===== src/rtl/rv_core_pkg.sv =====
// Shared definitions for the RV32 core front end.
//   NOP_INST  : canonical ADD x0,x0,x0 encoding, shown on ifq_inst while the queue is empty
//   FUNCT3_LW : word-access size code, used on the memory port for every instruction fetch
//   RV_XLEN   : default datapath / PC width
//   ifq_entry_t : one prefetch-queue entry {pc, inst} at the default width
package rv_core_pkg;

  localparam int          RV_XLEN   = 32;
  localparam logic [31:0] NOP_INST  = 32'h0000_0033;
  localparam logic [2:0]  FUNCT3_LW = 3'b010;

  typedef struct packed {
    logic [RV_XLEN-1:0] pc;
    logic [31:0]        inst;
  } ifq_entry_t;

endpackage


===== src/rtl/fetch_queue.sv =====
// Circular prefetch FIFO between the fetch engine and the ID stage.
// Ports:
//   clk, rst     : clock, asynchronous active-high reset
//   i_push       : write i_push_data at the tail (accepted when not full, or when full and popping)
//   i_push_data  : entry to store
//   i_pop        : drop the head entry (ignored when empty)
//   i_flush      : discard all entries; dominates a simultaneous push or pop
//   o_head       : head entry (contents undefined while !o_valid)
//   o_valid      : queue not empty
//   o_full       : queue holds DEPTH entries
//   o_count      : number of entries held
// DEPTH must be a power of two >= 2 so the pointers wrap naturally.
module fetch_queue #(
  parameter  int DEPTH = 4,
  parameter  int W     = 64,
  localparam int PW    = $clog2(DEPTH),
  localparam int CW    = PW + 1
) (
  input  logic          clk,
  input  logic          rst,
  input  logic          i_push,
  input  logic [W-1:0]  i_push_data,
  input  logic          i_pop,
  input  logic          i_flush,
  output logic [W-1:0]  o_head,
  output logic          o_valid,
  output logic          o_full,
  output logic [CW-1:0] o_count
);

  logic [W-1:0]  r_mem [DEPTH];
  logic [PW-1:0] r_rd_ptr;
  logic [PW-1:0] r_wr_ptr;
  logic [CW-1:0] r_count;
  logic          w_do_pop;
  logic          w_do_push;

  assign o_valid   = (r_count != '0);
  assign o_full    = (r_count == CW'(DEPTH));
  assign o_count   = r_count;
  assign o_head    = r_mem[r_rd_ptr];
  assign w_do_pop  = i_pop && o_valid;
  // When full, a push is only taken if the head leaves in the same cycle.
  assign w_do_push = i_push && (!o_full || w_do_pop);

  always_ff @(posedge clk or posedge rst) begin
    if (rst) begin
      r_rd_ptr <= '0;
      r_wr_ptr <= '0;
      r_count  <= '0;
    end else if (i_flush) begin
      r_rd_ptr <= '0;
      r_wr_ptr <= '0;
      r_count  <= '0;
    end else begin
      if (w_do_pop)  r_rd_ptr <= r_rd_ptr + PW'(1);
      if (w_do_push) r_wr_ptr <= r_wr_ptr + PW'(1);
      case ({w_do_push, w_do_pop})
        2'b10:   r_count <= r_count + CW'(1);
        2'b01:   r_count <= r_count - CW'(1);
        default: r_count <= r_count;
      endcase
    end
  end

  // Entry storage carries no reset; validity is tracked by r_count alone.
  always_ff @(posedge clk) begin
    if (w_do_push && !i_flush) r_mem[r_wr_ptr] <= i_push_data;
  end

endmodule


===== src/rtl/unified_mem_fetch_arbiter.sv =====
// Single-port memory front end for the pipelined RV32 core. Shares one synchronous memory between
// instruction fetch and MEM-stage loads/stores (data always wins), buffers fetched instructions in
// a DEPTH-entry prefetch queue and flushes it on branch/jump redirect.
// Optional feature macro: IFQ_PERF_EN adds perf_steal_cnt / perf_flush_cnt outputs.
// Ports:
//   clk, rst                       : clock, asynchronous active-high reset
//   redirect_valid, redirect_pc    : taken branch/jump; flush queue and restart fetch at redirect_pc&~3
//   ifq_valid/ifq_inst/ifq_pc      : queue head towards ID (inst=NOP, pc=0 when empty)
//   ifq_ready                      : ID accepts head
//   dmem_req/we/addr/wdata/funct3  : MEM-stage access request
//   dmem_gnt                       : request granted this cycle (always equals dmem_req)
//   dmem_rvalid/dmem_rdata         : load return, one cycle after grant
//   mem_addr/we/wdata/funct3       : shared memory port (word address)
//   mem_rdata                      : memory read data, one-cycle latency
//   perf_steal_cnt (IFQ_PERF_EN)   : cycles data took the port while fetch was eligible
//   perf_flush_cnt (IFQ_PERF_EN)   : stale in-flight fetch responses discarded
module unified_mem_fetch_arbiter
  import rv_core_pkg::*;
#(
  parameter int              XLEN     = RV_XLEN,
  parameter int              ADDR_W   = 6,
  parameter int              DEPTH    = 4,
  parameter logic [XLEN-1:0] RESET_PC = '0
) (
  input  logic              clk,
  input  logic              rst,
  input  logic              redirect_valid,
  input  logic [XLEN-1:0]   redirect_pc,
  output logic              ifq_valid,
  output logic [31:0]       ifq_inst,
  output logic [XLEN-1:0]   ifq_pc,
  input  logic              ifq_ready,
  input  logic              dmem_req,
  input  logic              dmem_we,
  input  logic [XLEN-1:0]   dmem_addr,
  input  logic [XLEN-1:0]   dmem_wdata,
  input  logic [2:0]        dmem_funct3,
  output logic              dmem_gnt,
  output logic              dmem_rvalid,
  output logic [XLEN-1:0]   dmem_rdata,
  output logic [ADDR_W-1:0] mem_addr,
  output logic              mem_we,
  output logic [XLEN-1:0]   mem_wdata,
  output logic [2:0]        mem_funct3,
`ifdef IFQ_PERF_EN
  output logic [31:0]       perf_steal_cnt,
  output logic [31:0]       perf_flush_cnt,
`endif
  input  logic [XLEN-1:0]   mem_rdata
);

  localparam int CW = $clog2(DEPTH) + 1;
  localparam int EW = XLEN + 32;

  logic [XLEN-1:0] r_fetch_pc;
  logic            r_epoch;
  logic            r_fetch_vld_p1;
  logic            r_fetch_epoch_p1;
  logic [XLEN-1:0] r_fetch_pc_p1;
  logic            r_load_vld_p1;

  logic [CW:0]     w_occ;
  logic            w_fetch_elig;
  logic            w_fetch_issue;
  logic            w_push;
  logic            w_pop;
  logic [EW-1:0]   w_push_data;
  logic [EW-1:0]   w_head;
  logic            w_q_valid;
  logic            w_q_full;
  logic [CW-1:0]   w_q_count;
  logic            w_unused_addr_bits;

  // Bits of the byte address that do not select a memory word.
  assign w_unused_addr_bits = ^{dmem_addr[XLEN-1:ADDR_W+2], dmem_addr[1:0]};

  // ---- p0: arbitration and issue ----
  // Occupancy counts entries held plus the response still on its way back, using registered
  // values only; a pop in this same cycle does not open a slot until next cycle.
  assign w_occ         = {1'b0, w_q_count} + (CW+1)'(r_fetch_vld_p1);
  assign w_fetch_elig  = (w_occ < (CW+1)'(DEPTH)) && !w_q_full;
  assign w_fetch_issue = !dmem_req && w_fetch_elig;

  assign dmem_gnt   = dmem_req;
  assign mem_addr   = dmem_req ? dmem_addr[ADDR_W+1:2] : r_fetch_pc[ADDR_W+1:2];
  assign mem_we     = dmem_req && dmem_we;
  assign mem_wdata  = dmem_wdata;
  assign mem_funct3 = dmem_req ? dmem_funct3 : FUNCT3_LW;

  always_ff @(posedge clk or posedge rst) begin
    if (rst) begin
      r_fetch_pc       <= RESET_PC;
      r_epoch          <= 1'b0;
      r_fetch_vld_p1   <= 1'b0;
      r_fetch_epoch_p1 <= 1'b0;
      r_load_vld_p1    <= 1'b0;
    end else begin
      r_fetch_vld_p1   <= w_fetch_issue;
      r_fetch_epoch_p1 <= r_epoch;
      r_load_vld_p1    <= dmem_req && !dmem_we;
      // A fetch issued in a redirect cycle still uses the old PC; it carries the old epoch and
      // is discarded on return. The most recent redirect always sets the PC.
      if (redirect_valid) begin
        r_epoch    <= ~r_epoch;
        r_fetch_pc <= redirect_pc & ~XLEN'(3);
      end else if (w_fetch_issue) begin
        r_fetch_pc <= r_fetch_pc + XLEN'(4);
      end
    end
  end

  always_ff @(posedge clk) begin
    if (w_fetch_issue) r_fetch_pc_p1 <= r_fetch_pc;
  end

  // ---- p1: memory response ----
  // Only responses from the current epoch enter the queue; a redirect in this cycle also
  // flushes, which dominates inside the queue.
  assign w_push      = r_fetch_vld_p1 && (r_fetch_epoch_p1 == r_epoch);
  assign w_push_data = {r_fetch_pc_p1, mem_rdata[31:0]};
  assign w_pop       = ifq_ready;

  assign dmem_rvalid = r_load_vld_p1;
  assign dmem_rdata  = r_load_vld_p1 ? mem_rdata : '0;

  fetch_queue #(
    .DEPTH (DEPTH),
    .W     (EW)
  ) u_fetch_queue (
    .clk         (clk),
    .rst         (rst),
    .i_push      (w_push),
    .i_push_data (w_push_data),
    .i_pop       (w_pop),
    .i_flush     (redirect_valid),
    .o_head      (w_head),
    .o_valid     (w_q_valid),
    .o_full      (w_q_full),
    .o_count     (w_q_count)
  );

  // ---- p2: queue head towards ID ----
  assign ifq_valid = w_q_valid;
  assign ifq_inst  = w_q_valid ? w_head[31:0]    : NOP_INST;
  assign ifq_pc    = w_q_valid ? w_head[EW-1:32] : '0;

`ifdef IFQ_PERF_EN
  function automatic logic [31:0] sat_inc(input logic [31:0] v);
    return (v == 32'hFFFF_FFFF) ? v : v + 32'd1;
  endfunction

  always_ff @(posedge clk or posedge rst) begin
    if (rst) begin
      perf_steal_cnt <= '0;
      perf_flush_cnt <= '0;
    end else begin
      if (dmem_req && w_fetch_elig)
        perf_steal_cnt <= sat_inc(perf_steal_cnt);
      if (r_fetch_vld_p1 && (r_fetch_epoch_p1 != r_epoch))
        perf_flush_cnt <= sat_inc(perf_flush_cnt);
    end
  end
`endif

endmodule


===== config.mk =====
export PLATFORM = sky130hd
export DESIGN_NAME = unified_mem_fetch_arbiter
export DESIGN_NICKNAME = d
export VERILOG_FILES = /design/src/rtl/rv_core_pkg.sv /design/src/rtl/fetch_queue.sv /design/src/rtl/unified_mem_fetch_arbiter.sv
export SDC_FILE = /design/constraint.sdc
export NUM_CORES = 1
export LEC_CHECK = 0
export ABC_AREA = 1
export CORE_ASPECT_RATIO = 1.2
export CORE_UTILIZATION = 47
export CTS_CLUSTER_DIAMETER = 100
export DETAILED_ROUTE_END_ITERATION = 8
export GPL_ROUTABILITY_DRIVEN = 0
export PLACE_DENSITY = 0.87
export SYNTH_ARGS = -nofsm -noshare
export SYNTH_HDL_FRONTEND = slang
export SYNTH_SLANG_ARGS = --single-unit

===== constraint.sdc =====
create_clock -name clk -period 4.2 [get_ports clk]
set_input_delay 0.84 -clock clk [delete_from_list [all_inputs] [get_ports clk]]
set_output_delay 0.84 -clock clk [all_outputs]
set_load 0.03 [all_outputs]

==> metrics.md <==
| Metric | Value |
|---|---|
| First-pass GRT wire length | `approximately 48,000 um` |
| Clock transition at path regs | `approximately 0.06 ns` |
| RSZ-0062 raised after global routing | `false` |
| Fill cells | `2,277` |
| Number of routed nets with antenna violations | `0` |
| Area of the multi-input gates | `about 0.0036 mm2` |
| Post_cts resized | `0` |
| DRT Pass-1 Iters | `5` |
| Wire per inst | `around 16 um` |
| Fraction of registers with async set/reset | `12.9%` |
| Post-Layout Cell Count | `~1,900` |
| Max IR drop VDD | `between 300 and 400 uV` |
| Estimated wirelength of the detail-placed design | `between 15,000 and 20,000 um` |
| Grt total ovfl | `0` |
| Hold Path Class | `flop to flop` |
| Via count | `around 9,700` |
| Clock tree buffer depth | `3` |
| FF+latch count, synth | `~320` |
| GRT Overall Usage | `between 10% and 20%` |
| Cell with the most instances after synthesis | `nor2_1` |
| Syn Std Cell Area | `around 0.014 mm2` |
| Worst path required time | `approximately 3.4 ns` |
| Status | `complete, no violations` |
| Core area | `just under 0.03 mm2` |
| Clock Skews | `about 0.018 ns` |
| CTS Root Cell | `clkbuf_16` |
| Hold_ws | `0.485 ns` |
| EDFF count, synth | `278` |
| Critical Path AT | `around 3.1 ns` |
| # setup viols final | `0` |
| Slew headroom | `approximately 46%` |
| Die Height | `~190 um` |
| Static leakage | `roughly 6.4 nW` |
| Maximum fanout along the worst path | `20` |
| Drt drc | `0` |
| Final period util | `between 90 and 100%` |
| DR vias/cell | `5.18` |
| FP Rows | `68` |
| Area leader, netlist | `edfxtp_1` |
| Yosys warning count | `0` |
| I/O Buffers | `between 150 and 200` |
| Cell count after synthesis | `between 1,000 and 1,500` |
| FF/Latch Area | `roughly 0.0094 mm2` |
| Power per cell area | `between 600 and 700 mW/mm2` |
| Sequential area share after synthesis | `67.4%` |
| TritonCTS clock tree | `yes` |
| Width of the die | `159 um` |
| Final Max Tran Viols | `0` |
| Antenna cells | `0` |
| Initial antenna violation count | `0` |
| Area contributors post-synth | `edfxtp_1, nor2_1, dfrtp_1` |
| Endpoints failing hold | `0` |
| Vias in the first global route | `about 9,500` |
| Post-synth top area share | `60.0%` |
| CTS Sinks | `~320` |
| Total die area | `about 0.030 mm2` |
| Crit-path max cell delay | `~0.60 ns` |
| Unique cell type count in the Yosys netlist | `33` |
| Synth cell count leaders | `nor2_1, edfxtp_1, nand2_1` |
| Max Fclk | `about 250 MHz` |
| Worst slew pin tran | `~0.8 ns` |
| Initial Utilization | `roughly half` |
| Placed insts | `about 1,800` |
| Num ports | `around 280` |
| Setup crit end kind | `output pin` |
| Max_cap viols | `0` |
| Setup bufs post-CTS | `0` |
| Largest net degree at the start of global routing | `approximately 130` |
| Primary FF master, synth | `edfxtp_1` |
| Crit path launch type | `flop` |
| Crit path cell chain | `nor2_1 > nand2_1 > inv_2 > buf_4 > a21oi_1 > clkdlybuf4s50_1` |
| Drt initial violations | `~610` |
| Final nets | `between 1,500 and 2,000` |
| CTS HTree Levels | `1` |
| Layout cells sized above 1 | `between 8 and 9%` |
| Critical setup path kind | `flop to output pin` |
| Avg Cell Area, Syn | `approximately 11 um2` |
| Clock latency on the worst-skew pair | `0.55 ns` |
| Crit path time final | `just under 4 ns` |
| Cts bufs inserted | `29` |
| Slowest cell on the critical path | `clkdlybuf4s50_1` |
| Area Overhead vs Synth | `21.0%` |
| Routed wire length | `30,600 um` |
| Hold bufs inserted after CTS | `0` |
[cells by family (layout without fill, tap and decap cells)]
| kind of cell | count (synthesis) | after routing | share of synthesized area (%) |
|---|---|---|---|
| adders and majority gates | 6 | 6 | 0.594 |
| DFF | 319 | 319 | 67.4 |
| buffers and inverters | 201 | 369 | 6.79 |
| other | 1 | 2 | 0.0270 |
| xor gates and xnor gates | 11 | 11 | 0.693 |
| AOI/OAI and AO/OA | 223 | 223 | 8.32 |
| and+or+nand+nor | 558 | 558 | 16.2 |
[layout by cell type (no fill, tap or decap), types with 4 or more instances in the layout]
master           instances
a21oi_1                 61
buf_12                   4
buf_4                   48
clkbuf_1                 7
clkbuf_16               29
clkdlybuf4s50_1        156
clkinv_2                 6
dfrtp_1                 39
edfxtp_1               278
ha_1                     5
inv_1                  102
inv_2                    4
nand2_1                207
nand3_1                 44
nor2_1                 282
nor2_4                  12
o211ai_1                 4
o21ai_0                146
o21bai_1                 6
o311ai_0                 4
xor2_1                   9
[metal layers]
metal	vias to the layer above	share of wire [%]	global-route usage, %	wire length [um]
met5	-	0	0	0
met4	0	2.4	6.88	731
met3	73	5.9	2.52	1820
met2	368	52	37.0	15900
met1	4589	40	24.0	12100
li1	4668	-	-	-
[area by class of cell]
type | instances | share of cell area (%)
clock inverter | 17 | 1.06
clock buffer | 37 | 4.55
sequential | 319 | 55.7
timing repair buffer | 208 | 11.9
multi-input combinational | 800 | 21.5
inverter | 107 | 2.39
tap | 385 | 2.86
[where the power goes]
| part | switching, mW | leakage [nW] | internal (mW) |
|---|---|---|---|
| combinational | 2.37 | 2.92 | 1.18 |
| clock | 1.10 | 0.461 | 1.48 |
| sequential | 0.240 | 3.04 | 3.89 |
| total | 3.71 | 6.42 | 6.56 |
[state kept, by name (all words and copies together) (netlist names)]
name                    flops
u_fetch_queue.r_wr_ptr      2
r_epoch                     1
u_fetch_queue.o_count       3
r_fetch_vld_p1              1
r_fetch_epoch_p1            1
u_fetch_queue.r_rd_ptr      2
u_fetch_queue.r_mem       248
dmem_rvalid                 1
r_fetch_pc_p1              30
r_fetch_pc                 30
[critical path, delay by kind of cell, from the launching register on]
kind	cells	cell delay, ns
compound gates	1	0.11
simple gates	2	0.56
flops	1	0.44
buf+inv	3	1.40
[worst paths after layout]
path	start	to	cells after the start	slack, ns
worst max-delay path	u_fetch_queue.o_count[0]	ifq_inst[13]	6	0.28
min in group asynchronous	rst	r_fetch_pc[19]	2	0.72
worst min register to register	r_epoch	r_fetch_epoch_p1	0	0.48
max in group asynchronous	rst	r_fetch_pc[22]	3	2.79
worst max register to register	r_epoch	u_fetch_queue.r_mem[0][10]	9	1.77
worst min-delay path	r_epoch	r_fetch_epoch_p1	0	0.48
[metrics by stage]
stage	area, um2	util, %	setup TNS, ns	setup slack (ns)	power, mW
2_1_floorplan	13900	-	-30.96	-0.125	6.36
5_1_grt	16800	58.2	0	0.135	10.7
3_5_place_dp	15900	54.9	0	0.735	7.74
6_report	16800	58.2	0	0.277	10.3
4_1_cts	16800	58.2	0	0.322	10.3
3_3_place_gp	15900	54.9	0	0.739	7.64
(Power assumes the default switching activity.)
